`src/rtl/dmem_lsu.sv`:
```
// dmem_lsu: byte-addressed load/store sequencer for a single-port data RAM that has no byte enables.
// Latency: response is registered 2 cycles after accept for loads and SW, 3 for SB/SH (RMW), 1 for faults.
// Backpressure: one request in flight; req_ready only in IDLE, the response is held until rsp_ready.
// Build option LSU_MISALIGN_TRAP_EN: misaligned halfword/word accesses fault instead of being force-aligned.
module dmem_lsu #(
  parameter int DATA_WIDTH = 32,
  parameter int ADDR_WIDTH = 10
) (
  input  logic                  clk,
  input  logic                  rst_n,
  input  logic                  req_valid,
  output logic                  req_ready,
  input  logic                  req_we,
  input  logic [2:0]            req_funct3,
  input  logic [31:0]           req_addr,
  input  logic [DATA_WIDTH-1:0] req_wdata,
  output logic                  rsp_valid,
  input  logic                  rsp_ready,
  output logic [DATA_WIDTH-1:0] rsp_rdata,
  output logic                  rsp_err,
  output logic [ADDR_WIDTH-1:0] mem_addr,
  output logic [DATA_WIDTH-1:0] mem_din,
  output logic                  mem_we,
  output logic                  mem_regce,
  input  logic [DATA_WIDTH-1:0] mem_dout
);

  typedef enum logic [1:0] {IDLE, ACCESS, RMW_WR, RESP} state_t;

  state_t state, state_nxt;

  // Request captured at accept; the address is kept as a byte address inside the RAM window.
  logic                  we_q;
  logic [2:0]            f3_q;
  logic [ADDR_WIDTH+1:0] addr_q;
  logic [DATA_WIDTH-1:0] wdata_q;
  logic [DATA_WIDTH-1:0] merge_q;

  logic                  req_half, req_word;
  logic                  oor_fault, f3_fault, mis_fault, fault;
  logic [ADDR_WIDTH+1:0] acc_addr;
  logic                  is_word_q;
  logic [7:0]            ld_byte;
  logic [15:0]           ld_half;
  logic [DATA_WIDTH-1:0] ld_data;
  logic [DATA_WIDTH-1:0] merged;

  assign req_half  = (req_funct3[1:0] == 2'b01);
  assign req_word  = (req_funct3[1:0] == 2'b10);
  assign is_word_q = (f3_q[1:0] == 2'b10);

  // Fault classification of the incoming request: range, funct3 legality, alignment.
  always_comb begin
    oor_fault = |req_addr[31:ADDR_WIDTH+2];
    if (req_we)
      f3_fault = req_funct3[2] | (req_funct3[1:0] == 2'b11);
    else
      f3_fault = (req_funct3[1:0] == 2'b11) | (req_funct3 == 3'b110);
  end

`ifdef LSU_MISALIGN_TRAP_EN
  assign mis_fault = (req_half & req_addr[0]) | (req_word & (|req_addr[1:0]));
  assign acc_addr  = req_addr[ADDR_WIDTH+1:0];
`else
  // Misaligned halfword/word accesses silently drop the offending low address bits.
  assign mis_fault = 1'b0;
  assign acc_addr  = {req_addr[ADDR_WIDTH+1:2],
                      req_addr[1] & ~req_word,
                      req_addr[0] & ~req_half & ~req_word};
`endif

  assign fault = oor_fault | f3_fault | mis_fault;

  // Load lane selection and sign/zero extension (little-endian).
  always_comb begin
    ld_byte = mem_dout[{addr_q[1:0], 3'b000} +: 8];
    ld_half = mem_dout[{addr_q[1], 4'b0000} +: 16];
    case (f3_q)
      3'd0:    ld_data = {{24{ld_byte[7]}}, ld_byte};
      3'd1:    ld_data = {{16{ld_half[15]}}, ld_half};
      3'd4:    ld_data = {24'd0, ld_byte};
      3'd5:    ld_data = {16'd0, ld_half};
      default: ld_data = mem_dout;
    endcase
  end

  // Sub-word store merge: replace the addressed lane of the old word, keep the rest.
  always_comb begin
    merged = mem_dout;
    if (f3_q[1:0] == 2'b00)
      merged[{addr_q[1:0], 3'b000} +: 8] = wdata_q[7:0];
    else
      merged[{addr_q[1], 4'b0000} +: 16] = wdata_q[15:0];
  end

  // State register.
  always_ff @(posedge clk or negedge rst_n) begin
    if (!rst_n) state <= IDLE;
    else        state <= state_nxt;
  end

  // Next-state logic: faults skip the RAM entirely, sub-word stores take an extra write cycle.
  always_comb begin
    state_nxt = state;
    case (state)
      IDLE:    if (req_valid) state_nxt = fault ? RESP : ACCESS;
      ACCESS:  state_nxt = (we_q && !is_word_q) ? RMW_WR : RESP;
      RMW_WR:  state_nxt = RESP;
      RESP:    if (rsp_ready) state_nxt = IDLE;
      default: state_nxt = IDLE;
    endcase
  end

  // Outputs decoded from state; the RAM is written only by SW in ACCESS or by RMW_WR.
  always_comb begin
    req_ready = (state == IDLE);
    rsp_valid = (state == RESP);
    mem_regce = (state == ACCESS) || (state == RMW_WR);
    mem_addr  = addr_q[ADDR_WIDTH+1:2];
    mem_we    = 1'b0;
    mem_din   = '0;
    if (state == ACCESS && we_q && is_word_q) begin
      mem_we  = 1'b1;
      mem_din = wdata_q;
    end else if (state == RMW_WR) begin
      mem_we  = 1'b1;
      mem_din = merge_q;
    end
  end

  // Request capture, load data capture and merge-word capture.
  always_ff @(posedge clk or negedge rst_n) begin
    if (!rst_n) begin
      we_q      <= 1'b0;
      f3_q      <= '0;
      addr_q    <= '0;
      wdata_q   <= '0;
      merge_q   <= '0;
      rsp_rdata <= '0;
      rsp_err   <= 1'b0;
    end else begin
      if (state == IDLE && req_valid) begin
        we_q      <= req_we;
        f3_q      <= req_funct3;
        addr_q    <= acc_addr;
        wdata_q   <= req_wdata;
        rsp_err   <= fault;
        rsp_rdata <= '0;
      end
      if (state == ACCESS) begin
        if (!we_q) rsp_rdata <= ld_data;
        merge_q <= merged;
      end
    end
  end

endmodule

```
`config.mk`:
```
export PLATFORM = sky130hd
export DESIGN_NAME = dmem_lsu
export DESIGN_NICKNAME = d
export VERILOG_FILES = /design/src/rtl/dmem_lsu.sv
export SDC_FILE = /design/constraint.sdc
export NUM_CORES = 1
export LEC_CHECK = 0
export CORE_AREA = 2 2 163 85
export CTS_BUF_LIST = sky130_fd_sc_hd__clkbuf_4
export CTS_CLUSTER_DIAMETER = 120
export CTS_CLUSTER_SIZE = 24
export DETAILED_ROUTE_END_ITERATION = 12
export DIE_AREA = 0 0 165 87
export GPL_TIMING_DRIVEN = 0
export PLACE_DENSITY = 0.81
export SETUP_SLACK_MARGIN = 0.1
export SLEW_MARGIN = 20
export SYNTH_ARGS = -nofsm -noshare
export SYNTH_HDL_FRONTEND = slang
export SYNTH_SLANG_ARGS = --single-unit
```
`constraint.sdc`:
```
create_clock -name clk -period 3.9 [get_ports clk]
set_input_delay 0.585 -clock clk [delete_from_list [all_inputs] [get_ports clk]]
set_output_delay 0.585 -clock clk [all_outputs]
set_load 0.1 [all_outputs]
```
# After elaboration in Yosys (flattened, before gate mapping)

Cells that the tools add are included.

Flip-flop bits (word level): 115
Input bits: 104
Output and inout bits: 79
Logic and storage cells: 65

Add/subtract/negate cells: 2
Equality and inequality tests: 13
Shift-type cells: 6
Muxes and demuxes: 17
Bitwise operators: 8
Reductions and logical operators: 11

Operator list:

| kind                                                  | number |
|---|---|
| two-way mux 32 bit                                    | 6 |
| case mux 32 bit (4 select lines)                      | 1 |
| bitwise mux 32 bit                                    | 2 |
| variable shift 16 x 7 -> 32 bit, first input constant | 1 |
| variable shift 8 x 7 -> 32 bit, first input constant  | 1 |
| variable part select 16 x 7 -> 32 bit                 | 1 |
| variable part select 32 x 6 -> 16 bit                 | 1 |
| variable part select 32 x 6 -> 8 bit                  | 1 |
| variable part select 8 x 7 -> 32 bit                  | 1 |
| OR reduction 20 bit                                   | 1 |
| negation 5 -> 7 bit                                   | 2 |
| == test 2 bit, second input constant                  | 5 |
| == test 3 bit, second input constant                  | 3 |
| case mux 2 bit (4 select lines)                       | 1 |
| two-way mux 2 bit                                     | 3 |
| == test 2 x 1 -> 1 bit, second input constant         | 2 |
| logical AND 1 bit                                     | 4 |
| zero test 2 bit                                       | 2 |
| two-way mux 1 bit                                     | 4 |
| bitwise AND 1 bit                                     | 3 |
| == test 3 x 1 -> 1 bit, second input constant         | 1 |
| zero test 3 bit                                       | 1 |
| OR 1 bit                                              | 3 |
| inequality test 2 x 1 -> 1 bit, second input constant | 1 |
| 5 further kinds                                       | 6 |

# Longest topological paths before layout

Depth in word-level cells: 7
Depth in mapped cells: 8
Mapped depth without buffers: 6

# Worst setup path after synthesis

No wires, ideal clock.

Kind: reg2out
From: reg state[1]
To: out mem_din[23]
Data arrival time: 3313 ps
Data required time: 3315 ps
Setup slack: 2 ps
Stages on the path, launching flop included: 8
Buffers on the path: 2
Cell sequence: dfrtp_1 -> inv_1 -> ha_1 -> nand3b_1 -> nor2_1 -> clkbuf_1 -> clkbuf_1 -> o21ai_0

Longest elaborated chain between the ends: 4
Elaborated cells on any way between the ends: 6
Those cells by class: eq/ne (2); mux (2); reduce/logical (2)

Ends and longest elaborated chain:

| item                           | RTL line | RTL |
|---|---|---|
| start: declaration             | 30       | `state_t state, state_nxt;` |
| start signal: assignment       | 99       | `else state <= state_nxt;` |
| == test 2 x 1 -> 1 bit         | 122      | `if (state == ACCESS && we_q && is_word_q) begin` |
| logical AND 1 bit (2 in a row) | 122      |  |
| two-way mux 32 bit *           | 122      |  |
| end: declaration               | 22       | `output logic [DATA_WIDTH-1:0] mem_din,` |

Every way passes the cells marked *; elsewhere a longest branch is shown, timed or not.

# Worst setup path in the final report

From: reg state[1]
To: out mem_din[2]

Same word-level chain as after synthesis.

==> impl_results.md <==
- WHS Path Cells: 1
- Layout Skew: 0.0213 ns
- Max-slew headroom: 32.2%
- Syn avg cell area: between 9 and 10 sq um
- CTS tree: done
- M3 GR Usage: 11.5%
- Synth Flop Type: dfrtp_1
- Cell variety after synth: 45
- WS Path Type: flop to output port
- F_max: 272 MHz
- Ports: 183
- CP Capture Type: output port
- Final Util: approximately 65%
- H-tree levels: 4
- Placed instance area: 8340 sq um
- MaxCap Viol Count: 0
- TritonCTS sink count: 115
- Global-route wire length before repair: between 30,000 and 40,000 microns
- Slew Limit Fails: 0
- DRT iter0 DRCs: a little over 500
- CTS Buf Count: 17
- Synthesized flop and latch total: 115
- CP most frequent cell: clkbuf_2
- Met2 Resource Use GR: 43.0%
- Buffer type at the clock tree root: clkbuf_4
- Routed WL: 22,700 microns
- DIE WIDTH: about 170 microns
- Worst Max-Slew Pin Slew: roughly 1 ns
- Gr ovfl total: 0
- Initial antenna violation count: 1
- CP bufs+invs: 4
- Critical Path RT: 3.31 ns
- Min-Delay Path Class: flop to flop
- Design area: 8460 sq um
- Share of cells above drive strength 1: between 20 and 25%
- Core area: 13,100 sq um
- Crit share post-route: between 90 and 100%
- Post-route ant nets: 0
- Total stage count of the critical path: 9
- # port buffers: 182
- Worst path max stage delay: 0.46 ns
- Die area: 14,400 sq um
- Pre-antenna DRT Iters: 5
- RSZ-0062 raised after global routing: no
- Gpl congestion: 0.984
- Worst-path cell chain: inv_1, ha_1, nand3b_1, nor2_1, clkbuf_2, clkbuf_2, nand2_1, o21ai_0, buf_2
- Met1 GRT Util: 49.3%
- CP startpoint kind: flop
- DR DRC count: 0
- R2R depth: 8
- GRT Overall Usage: between 30% and 40%
- Maximum fanout along the worst path: 10
- CTS Buffer Depth: 2
- Register area share after synthesis: 45.9%
- WHS: ~0.51 ns
- Synthesized area: 6260 sq um
- Via count: 6,009
- Final hold viol count: 0
- Via/cell ratio: 5.85
- Rows: 30
- FFs w/ async S/R, synth: 100%
- Dpl hpwl: around 17,000 microns
- Final #Nets: around 950
- Cells after Synth: 636
- Post-CTS Setup Repair Bufs: 0
- Worst EP arrival: 3.09 ns
- Yosys warnings: 0
- Vias in the first global route: between 5,000 and 6,000
- # setup viols final: 0
- # diodes: 0
- Die height: 87 microns
- Worst path top cell family by delay: buffers and inverters
- Critical-path top delay cell: buf_2
- GR peak layer: met1
- Synth-to-Final Area Change: 35.1%
- Final period demand of the worst path: 3.67 ns
- WL/cell: 22.0 microns
- Status: completed
- Number of synthesized flops with an enable pin: 0
- Largest net degree at the start of global routing: 60
- Syn Nets: 750
- Reg clk slew, reported paths: 0.11 ns
- Starting density of the core: 47.8%
- Worst-Skew Late Latency: 0.56 ns
Yosys cell counts, types with 9 or more instances:
master,number,share of area [%]
ha_1,10,2.0
buf_4,11,1.3
a22o_1,10,1.4
a221o_1,20,3.2
a21oi_1,27,2.2
mux2_2,69,12
clkbuf_1,30,1.8
a31oi_1,16,1.6
nor2b_1,14,1.4
a22oi_1,9,1.1
o22ai_1,17,1.7
nor2_1,21,1.3
o21ai_0,81,6.5
inv_1,39,2.3
nor3_1,9,0.72
nand2_1,70,4.2
dfrtp_1,115,46
cells by family after synthesis:
| kind of cell | synth area share (%) |
|---|---|
| adder cells (fa/ha/maj) | 2.00 |
| flip-flops | 45.9 |
| AO/OA/AOI/OAI | 22.3 |
| buffers and inverters | 7.01 |
| multiplexers | 13.1 |
| AND/OR/NAND/NOR | 9.67 |
cell type report:
class | count | area, sq um
clock buffers | 17 | 128
clock inverters | 15 | 110
repair buffers | 184 | 1740
flip-flops and latches | 115 | 2880
multi-input cells | 423 | 2950
fillers | 1094 | 4640
plain buffers | 58 | 295
inverters | 40 | 150
well taps | 176 | 220
worst register-to-register path, stage by stage, from the launching register on:
cell      delay, ns
dfrtp_1        0.50
buf_6          0.19
buf_4          0.22
clkinv_1       0.32
ha_1           0.34
nor3_1         0.65
buf_2          0.37
a31oi_1        0.13
o22ai_1        0.18
registers in the layout, summed over array words and instances, names as in the netlist:
| name | count |
|---|---|
| addr_q | 12 |
| f3_q | 3 |
| merge_q | 32 |
| rsp_err | 1 |
| rsp_rdata | 32 |
| state | 2 |
| wdata_q | 32 |
| we_q | 1 |
cells in the final DEF (no fill, tap or decap), types with 6 or more instances in the layout:
cell type / count
a21oi_1: 27
a221o_1: 20
a22o_1: 10
a22oi_1: 9
a311o_1: 7
a31oi_1: 16
a32o_1: 8
buf_1: 8
buf_2: 22
buf_4: 11
clkbuf_1: 25
clkbuf_2: 6
clkbuf_4: 33
clkdlybuf4s50_1: 148
dfrtp_1: 115
ha_1: 10
inv_1: 39
mux2_2: 69
nand2_1: 70
nor2_1: 21
nor2b_1: 14
nor3_1: 9
nor4_1: 6
o21ai_0: 70
o21ai_1: 12
o22ai_1: 17
through the flow:
stage / setup WS, ns / TNS (ns) / std cells
global placement: -2.00 / -233.33 / 994
finish: 0.225 / 0 / 1028
floorplan: 0.00186 / 0 / 636
global route: 0.104 / 0 / 1028
detailed placement: -0.234 / -4.68 / 995
CTS: 0.134 / 0 / 1028
final timing paths:
kind	start	to	slack, ns
min reg2reg	addr_q[5]$_DFFE_PN0P_	addr_q[5]$_DFFE_PN0P_	0.51
min	addr_q[5]$_DFFE_PN0P_	addr_q[5]$_DFFE_PN0P_	0.51
min in group asynchronous	rst_n	merge_q[4]$_DFFE_PN0N_	0.57
max	state[1]$_DFFE_PN0P_	mem_din[2]	0.23
max in group asynchronous	rst_n	rsp_rdata[0]$_DFF_PN0_	2.66
max reg2reg	addr_q[1]$_DFFE_PN0P_	merge_q[25]$_DFFE_PN0N_	0.93
timing repair:
action	CTS	global route
setup endpoints to repair	33	33
hold buffers	1	0
cloned	0	0
endpoints found under the hold margin	4	0
gates resized for setup	176	32
routing by layer:
layer	share of wire, %	up-vias
li1	-	2717
met1	46	2873
met2	39	385
met3	14	34
met4	1.1	0
met5	0	-
Power is not shown: default switching activity piles up to over one toggle a cycle in this logic, so the estimate is an artifact.
